File: src/rtl/slot_alloc_ctrl_if.sv
// slot_alloc_ctrl_if
//   Allocation/release bus between requesting engines (master) and the slot
//   allocation controller (slave).
//   alloc_req/alloc_gnt/alloc_idx : allocation request and registered grant
//   free_vld/free_idx/free_err    : release request and illegal-release pulse
//   flush                         : synchronous release of every slot
//   used_cnt/full/empty           : occupancy status
interface slot_alloc_ctrl_if #(
  parameter int IDX_W = 5
) ();
  logic             alloc_req;
  logic             alloc_gnt;
  logic [IDX_W-1:0] alloc_idx;
  logic             free_vld;
  logic [IDX_W-1:0] free_idx;
  logic             flush;
  logic             free_err;
  logic [IDX_W:0]   used_cnt;
  logic             full;
  logic             empty;

  modport master (
    output alloc_req, free_vld, free_idx, flush,
    input  alloc_gnt, alloc_idx, free_err, used_cnt, full, empty
  );

  modport slave (
    input  alloc_req, free_vld, free_idx, flush,
    output alloc_gnt, alloc_idx, free_err, used_cnt, full, empty
  );
endinterface

File: src/rtl/slot_alloc_ctrl.sv
// slot_alloc_ctrl
//   Owns occupancy of NUM_SLOTS memory slots. One allocation and one release
//   per cycle; an allocation grants the lowest-numbered free slot.
//   Ports:
//     clk   : rising-edge clock
//     rst_n : asynchronous active-low reset
//     bus   : slot_alloc_ctrl_if.slave (request/grant, release/error, status)
module slot_alloc_ctrl #(
  parameter int NUM_SLOTS = 32,
  parameter int IDX_W     = 5
) (
  input  logic              clk,
  input  logic              rst_n,
  slot_alloc_ctrl_if.slave  bus
);

  logic [NUM_SLOTS-1:0] r_busy;
  logic [IDX_W:0]       r_used;
  logic                 r_gnt;
  logic [IDX_W-1:0]     r_idx;
  logic                 r_err;

  logic                 w_full;
  logic [IDX_W-1:0]     w_cand;
  logic                 w_alloc;
  logic [NUM_SLOTS-1:0] w_hit;
  logic                 w_free_ok;
  logic                 w_free_bad;
  logic [NUM_SLOTS-1:0] w_set;
  logic [NUM_SLOTS-1:0] w_clr;

  assign w_full = (r_used == (IDX_W+1)'(NUM_SLOTS));

  // Lowest free slot; scan downward so the last assignment wins with the
  // lowest index. Only meaningful while not full.
  always_comb begin
    w_cand = '0;
    for (int i = NUM_SLOTS-1; i >= 0; i--)
      if (!r_busy[i]) w_cand = IDX_W'(i);
  end

  // Busy bit of the addressed slot; an out-of-range index matches nothing,
  // so it reads as "not busy" and is reported like a double-free.
  always_comb begin
    w_hit = '0;
    for (int i = 0; i < NUM_SLOTS; i++)
      w_hit[i] = r_busy[i] && (bus.free_idx == IDX_W'(i));
  end

  assign w_alloc    = bus.alloc_req && !w_full && !bus.flush;
  assign w_free_ok  = bus.free_vld && !bus.flush && (|w_hit);
  assign w_free_bad = bus.free_vld && !bus.flush && !(|w_hit);

  // Set and clear never collide: the candidate is free, a legal release is busy.
  always_comb begin
    w_set = '0;
    for (int i = 0; i < NUM_SLOTS; i++)
      w_set[i] = w_alloc && (w_cand == IDX_W'(i));
  end
  assign w_clr = w_free_ok ? w_hit : '0;

  always_ff @(posedge clk or negedge rst_n) begin
    if (!rst_n) begin
      r_busy <= '0;
      r_used <= '0;
      r_gnt  <= 1'b0;
      r_idx  <= '0;
      r_err  <= 1'b0;
    end else begin
      r_gnt <= w_alloc;
      r_err <= w_free_bad;
      if (w_alloc) r_idx <= w_cand;
      if (bus.flush) begin
        r_busy <= '0;
        r_used <= '0;
      end else begin
        r_busy <= (r_busy | w_set) & ~w_clr;
        r_used <= r_used + (IDX_W+1)'(w_alloc) - (IDX_W+1)'(w_free_ok);
      end
    end
  end

  assign bus.alloc_gnt = r_gnt;
  assign bus.alloc_idx = r_idx;
  assign bus.free_err  = r_err;
  assign bus.used_cnt  = r_used;
  assign bus.full      = w_full;
  assign bus.empty     = (r_used == '0);

endmodule

File: src/flat_wrapper.sv
// flat-port wrapper written by rule: the top's interface ports become plain ports
module slot_alloc_ctrl_flat 
#(
  parameter int NUM_SLOTS = 32,
  parameter int IDX_W     = 5
)
  (clk, rst_n, bus_alloc_req, bus_free_vld, bus_free_idx, bus_flush, bus_alloc_gnt, bus_alloc_idx, bus_free_err, bus_used_cnt, bus_full, bus_empty);
  slot_alloc_ctrl_if #(.IDX_W(IDX_W)) bus_i ();
  input  logic clk;
  input  logic rst_n;
  input wire logic [$bits(bus_i.alloc_req)-1:0] bus_alloc_req;
  input wire logic [$bits(bus_i.free_vld)-1:0] bus_free_vld;
  input wire logic [$bits(bus_i.free_idx)-1:0] bus_free_idx;
  input wire logic [$bits(bus_i.flush)-1:0] bus_flush;
  output wire logic [$bits(bus_i.alloc_gnt)-1:0] bus_alloc_gnt;
  output wire logic [$bits(bus_i.alloc_idx)-1:0] bus_alloc_idx;
  output wire logic [$bits(bus_i.free_err)-1:0] bus_free_err;
  output wire logic [$bits(bus_i.used_cnt)-1:0] bus_used_cnt;
  output wire logic [$bits(bus_i.full)-1:0] bus_full;
  output wire logic [$bits(bus_i.empty)-1:0] bus_empty;
  assign bus_i.alloc_req = bus_alloc_req;
  assign bus_i.free_vld = bus_free_vld;
  assign bus_i.free_idx = bus_free_idx;
  assign bus_i.flush = bus_flush;
  assign bus_alloc_gnt = bus_i.alloc_gnt;
  assign bus_alloc_idx = bus_i.alloc_idx;
  assign bus_free_err = bus_i.free_err;
  assign bus_used_cnt = bus_i.used_cnt;
  assign bus_full = bus_i.full;
  assign bus_empty = bus_i.empty;
  slot_alloc_ctrl #(.NUM_SLOTS(NUM_SLOTS), .IDX_W(IDX_W)) u_core (.clk(clk), .rst_n(rst_n), .bus(bus_i));
endmodule
File: config.mk
export PLATFORM = sky130hd
export DESIGN_NAME = slot_alloc_ctrl_flat
export DESIGN_NICKNAME = d
export VERILOG_FILES = /design/src/rtl/slot_alloc_ctrl_if.sv /design/src/rtl/slot_alloc_ctrl.sv /design/src/flat_wrapper.sv
export SDC_FILE = /design/constraint.sdc
export NUM_CORES = 1
export LEC_CHECK = 0
export CAP_MARGIN = 0
export CORE_ASPECT_RATIO = 1.1
export CORE_MARGIN = 2
export CORE_UTILIZATION = 40
export CTS_BUF_LIST = sky130_fd_sc_hd__clkbuf_4
export DETAILED_ROUTE_END_ITERATION = 10
export DONT_BUFFER_PORTS = 1
export PLACE_DENSITY = 0.62
export SYNTH_ARGS = -nofsm -noshare
export SYNTH_HDL_FRONTEND = slang
export SYNTH_SLANG_ARGS = --single-unit
File: constraint.sdc
create_clock -name clk -period 4.4 [get_ports clk]
set_clock_uncertainty 0.05 [all_clocks]
set_input_delay 1.32 -clock clk [delete_from_list [all_inputs] [get_ports clk]]
set_output_delay 1.32 -clock clk [all_outputs]
set_load 0.005 [all_outputs]
After elaboration in Yosys (flattened, before gate mapping)
Index checks and enable logic that the tools add are counted.

cells by class
  add/subtract/negate cells = 2
  equality and inequality tests = 63
  muxes and demuxes = 35
  bitwise gates (word level) = 3
  reduce and logical (&&, ||, !) cells = 76

operator list
  cell                                            number
  == test 5 bit (second input constant)           32
  2-to-1 mux 5 bit                                32
  == test 5 x 4 -> 1 bit (second input constant)  16
  logical AND 1 bit                               69
  2-to-1 mux 32 bit                               2
  == test 5 x 3 -> 1 bit (second input constant)  8
  AND 32 bit                                      1
  inverter 32 bit                                 1
  bitwise OR 32 bit                               1
  OR reduction 32 bit                             1
  == test 5 x 2 -> 1 bit (second input constant)  4
  == test 5 x 1 -> 1 bit (second input constant)  2
  logical NOT 5 bit                               2
  adder 6 x 1 -> 6 bit                            1
  == test 6 bit (second input constant)           1
  logical NOT 6 bit                               1
  2-to-1 mux 6 bit                                1
  subtractor 6 x 1 -> 6 bit                       1
  logical NOT 1 bit                               3

storage, ports and cells
  register bits = 45
  input port bits = 10

Depth between registers and ports, before layout
  depth in word-level cells = 37
  gate-level depth with buffers = 17
  gate-level depth less buffers = 14

Worst setup path before layout
No wires, ideal clock.

  path type = input to register
  from = in bus_free_idx[1]
  to = reg u_core.r_used[4] (netlist: u_core.bus.used_cnt[4])
  library setup time = 0.132 ns
  arrival time = 4.098 ns
  slack = 0.120 ns
  stages = 16
  path buffers = 3
  cells stage by stage = buf_6 nor2b_4 buf_6 nor4b_1 or4_4 o31a_4 buf_6 ha_1 inv_1 ha_1 fa_1 a21oi_1 nor2_1 nor2_1 xor2_1 nor2_1

between the ends
  word-level cells in the longest chain between the ends = 6
  elaborated cells between the ends (all ways) = 68
  classes of those cells = 1 x add/sub; 31 x eq/ne; 1 x mux; 35 x reduce/logical

RTL lines
  what                                                  line                   source
  from (decl)                                           flat_wrapper.sv:13     input wire logic [$bits(bus_i.free_idx)-1:0] bus_free_idx;
  == test 5 x 1 -> 1 bit, or another cell as far along  slot_alloc_ctrl.sv:47  w_hit[i] = r_busy[i] && (bus.free_idx == IDX_W'(i));
  logical AND 1 bit                                     slot_alloc_ctrl.sv:47
  OR reduction 32 bit *                                 slot_alloc_ctrl.sv:51  assign w_free_ok = bus.free_vld && !bus.flush && (|w_hit);
  logical AND 1 bit *                                   slot_alloc_ctrl.sv:51
  subtractor 6 x 1 -> 6 bit *                           slot_alloc_ctrl.sv:78  r_used <= r_used + (IDX_W+1)'(w_alloc) - (IDX_W+1)'(w_free_ok);
  2-to-1 mux 6 bit *                                    slot_alloc_ctrl.sv:73  if (bus.flush) begin
  to (signal assigned)                                  slot_alloc_ctrl.sv:78
  to (decl)                                             slot_alloc_ctrl.sv:18  logic [IDX_W:0] r_used;

Mark *: on every way between the ends. The rest lies on a longest branch, timed or not.
A chain may end at the register's enable or synchronous reset.

Final worst setup path
Ends and elaborated chain as after synthesis.

==> impl_metrics.py <==
metrics = {
    "logic_synthesis": {
        "synth.lib_cells_used.distinct": 72,
        "mappedNetlistArea_um2": 3104,
        "synth_enable_flop_cells": 0,
        "synth_async_sr_flop_share_pct": 100.0,
        "synth_fp_nets": 365,
        "synth.ff_latch_count": 45,
        "synth_top_area_share_pct": 36.28,
        "dominant_register_cell_in_the_synthesized_netlist": "dfrtp_1",
        "post_synth.cell_area_avg_um2": 8.998,
        "synth.top_cells.by_area": "dfrtp_1 36%, a21oi_1 5.5%, ha_1 3.6%",
        "synthesis.instances": 345,
        "synth_top_cell_by_area": "dfrtp_1",
        "synth_seq_area_share_pct": 36.28,
        "yosys_warnings": 0,
    },
    "placed_design": {
        "pre_cts_ws_ps": 137.5,
        "dp_hpwl_um": 6693,
        "place_inst": 436,
        "weighted_congestion_at_the_end_of_routability_driven_global_placement": 0.9185,
        "portBuffers": 0,
        "postPlaceCellArea_um2": 3139,
    },
    "sta": {
        "final_worst_path_period_need_ps": 3854,
        "timing_max_transition_violations_final": 0,
        "slew_headroom_pct": 34.65,
        "hold_slack_ps": 469.2,
        "achievable-frequency_mhz": 259.4,
        "finalHoldViolCount": 0,
        "totalNegativeSetupSlack_ps": 0,
        "setup_viol_count_final": 0,
        "unrepaired_setup_endpoints_after_global_routing": "no",
        "finalCritPeriodShare_pct": 87.60,
        "layout_setup_ws_ps": 545.6,
        "worstMarginPinSlew_ps": 974.4,
    },
    "pwr": {
        "combinationalPowerShare_pct": 22.8,
        "clock_group_share_of_total_power_pct": 24.4,
        "pwr_density_cell_nw_per_um2": 269.5,
        "power_switching_share_pct": 32.14,
        "total_leakage_power_uw": 0.001273,
        "switching_power_uw": 277.0,
        "p_int_uw": 584.8,
        "power.sequential.fraction_pct": 52.9,
        "irDropWorstVdd_uv": 85.56,
    },
    "layout": {
        "drive_gt1_share_pct": 9.440,
        "postLayoutCellArea_um2": 3198,
        "antenna-diode-count": 0,
        "final-instance-count-excl-fill": 444,
        "areaGrowthSynthToFinish_pct": 3.023,
        "area_of_combinational_cells_with_multiple_inputs_um2": 1763,
        "seq_area_um2": 1126,
        "nNetsFinal": 358,
        "fillCellCount": 751,
    },
    "min_path": {
        "hold_class": "reg2reg",
    },
    "route": {
        "routed_length_on_met2_um": 4287,
        "post-route-drc-count": 0,
        "drt.antenna.violating_nets": 0,
        "firstDrtPassIters": 4,
        "routed_met3_length_um": 651,
        "vias": 2790,
        "met1Wirelength_um": 3897,
        "detail_route.wirelength_um": 9202,
        "post_drt_wl_per_cell_um": 20.73,
        "initial_drc_count": 273,
        "routed.top_layer": "met4",
        "avgViaCountPerCell": 6.284,
    },
    "clocking": {
        "ctsRootBufferMaster": "clkbuf_4",
        "clk_pin_slew_worst_paths_ps": 150,
        "postCtsSetupRepairBufs": 0,
        "postCtsHoldBufs": 0,
        "clk-insertion-delay-late_ps": 370,
        "cts.sinks": 45,
        "tritoncts.num_buffers": 5,
        "cts_tree": "built",
        "post_cts_resized": 0,
        "clock_tree.htree_level_count": 2,
        "cts-root-to-sink-buffers": 2,
    },
    "floorplanning": {
        "core_area_um2": 7473,
        "top_level_ports": 25,
        "placement_rows": 33,
        "die_area_um2": 8482,
        "floorplan.die.width_um": 88.00,
        "initial_utilization_pct": 41.54,
        "chipHeight_um": 96.40,
    },
    "worst_setup_path": {
        "worst_setup_path_end_kind": "flip-flop",
        "largest_fanout_on_the_critical_path": 12,
        "critPathKind": "in2reg",
        "worst-endpoint-required_ps": 4630,
        "critical_path.startpoint_type": "input port",
        "arrival_ps": 4090,
    },
    "global_route": {
        "first_pass_grt_wire_length_um": 14590,
        "globalRouteTotalUtil_pct": 22.93,
        "grt-ovfl-total": 0,
        "antenna_violations_before_repair": 0,
        "largest_net_degree_at_the_start_of_global_routing": 46,
        "first_global_vias": 2597,
    },
    "run": {
        "max-cap-violations": 0,
    },
    "run_status": {
        "run_status": "finished, final reports clean",
    },
}
## critical path: stages
cell and delay (ps):
and2_1 240, and3_1 250, nor4_1 260, nand4_1 160, o31a_4 370, ha_1 270
inv_1 40, ha_1 200, fa_1 440, a21oi_1 150, nor2_1 50, nor2_1 110
xor2_1 160, nor2_1 60
## layout make-up
class                      instances  share of cell area, %
tap                              105                  4.108
sequential                        45                  35.21
timing repair buffer               5                  1.174
clock buffer                       5                  1.174
multi-input combinational        260                  55.13
inverter                          21                  2.543
clock inverter                     3                 0.6651
## layer usage
| layer | global-route usage (%) | vias to the layer above |
|---|---|---|
| met2 | 35.80 | 114 |
| met1 | 30.91 | 1364 |
| met5 | 0 | - |
| met4 | 8.718 | 0 |
| li1 | - | 1283 |
| met3 | 5.268 | 29 |
## flip-flops by register name (all words and copies together) (netlist names)
name                  flops
u_core.bus.free_err       1
u_core.r_busy            32
u_core.bus.alloc_gnt      1
u_core.bus.alloc_idx      5
u_core.bus.used_cnt       6
## stage by stage
stage / power [uW] / utilization (%)
detailed placement: 660.8 / 42.01
finish: 861.8 / 42.79
global route: 916.9 / 42.79
floorplan: 634.3 / -
global placement: 657.1 / 42.01
CTS: 869.4 / 42.79
## kinds of logic after synthesis
| family | synth area share (%) |
|---|---|
| compound gates | 23.82 |
| xor+xnor | 1.129 |
| fa+ha+maj | 4.273 |
| buf+inv | 6.933 |
| flops | 36.28 |
| mux | 1.330 |
| simple gates | 26.24 |
## worst paths after layout
path,start,end,slack (ps),cells past startpoint
hold reg to reg,u_core.bus.alloc_idx[1],u_core.bus.alloc_idx[1],470,2
setup / recovery,bus_free_idx[1],u_core.bus.used_cnt[4],550,14
max in group asynchronous,rst_n,u_core.r_busy[18],3610,0
setup reg to reg,u_core.r_busy[12],u_core.bus.used_cnt[4],1180,14
hold / removal,u_core.bus.alloc_idx[1],u_core.bus.alloc_idx[1],470,2
min in group asynchronous,rst_n,u_core.r_busy[30],560,0
## cells in the mapped netlist (3+ instances only)
master    instances
buf_6             7
a21o_1            3
nor2_1           22
and2_1            5
nor4_1            3
a41o_1            4
xnor2_1           3
nand4_1          10
nor3_1            7
a211oi_1         12
dfrtp_1          45
and3_1           15
mux2i_1           3
and3b_1           3
a31oi_1           3
a311oi_1         12
nand3_1           8
clkbuf_1          8
inv_1            19
nand2_1          30
a21oi_1          34
o21ai_0           6
nand2b_1          5
nor2b_1           9
ha_1              9
## cells in the final DEF, fill, tap and decap left out, types with 3 or more instances in the layout
cell type and n:
a21oi_1 34, a41o_1 4, ha_1 9, and3_1 15
o21ai_0 6, nor2b_1 9, and3b_1 3, nor3_1 7
nand2b_1 5, nand3_1 8, nor4_1 3, a31oi_1 3
xnor2_1 3, a311oi_1 12, a211oi_1 12, buf_4 5
a21o_1 3, and2_1 5, nor2_1 22, dfrtp_1 45
clkbuf_4 5, mux2i_1 3, nand4_1 10, inv_1 19
nand2_1 30
## power by group through the flow
stage | Clock, uW | Sequential, uW | Combinational, uW
6_report | 210 | 456 | 196
3_3_place_gp | 0 | 465 | 193
5_1_grt | 234 | 460 | 223
4_1_cts | 215 | 457 | 197
2_1_floorplan | 0 | 457 | 177
3_5_place_dp | 0 | 465 | 196
Power figures use the tool's default switching activity.
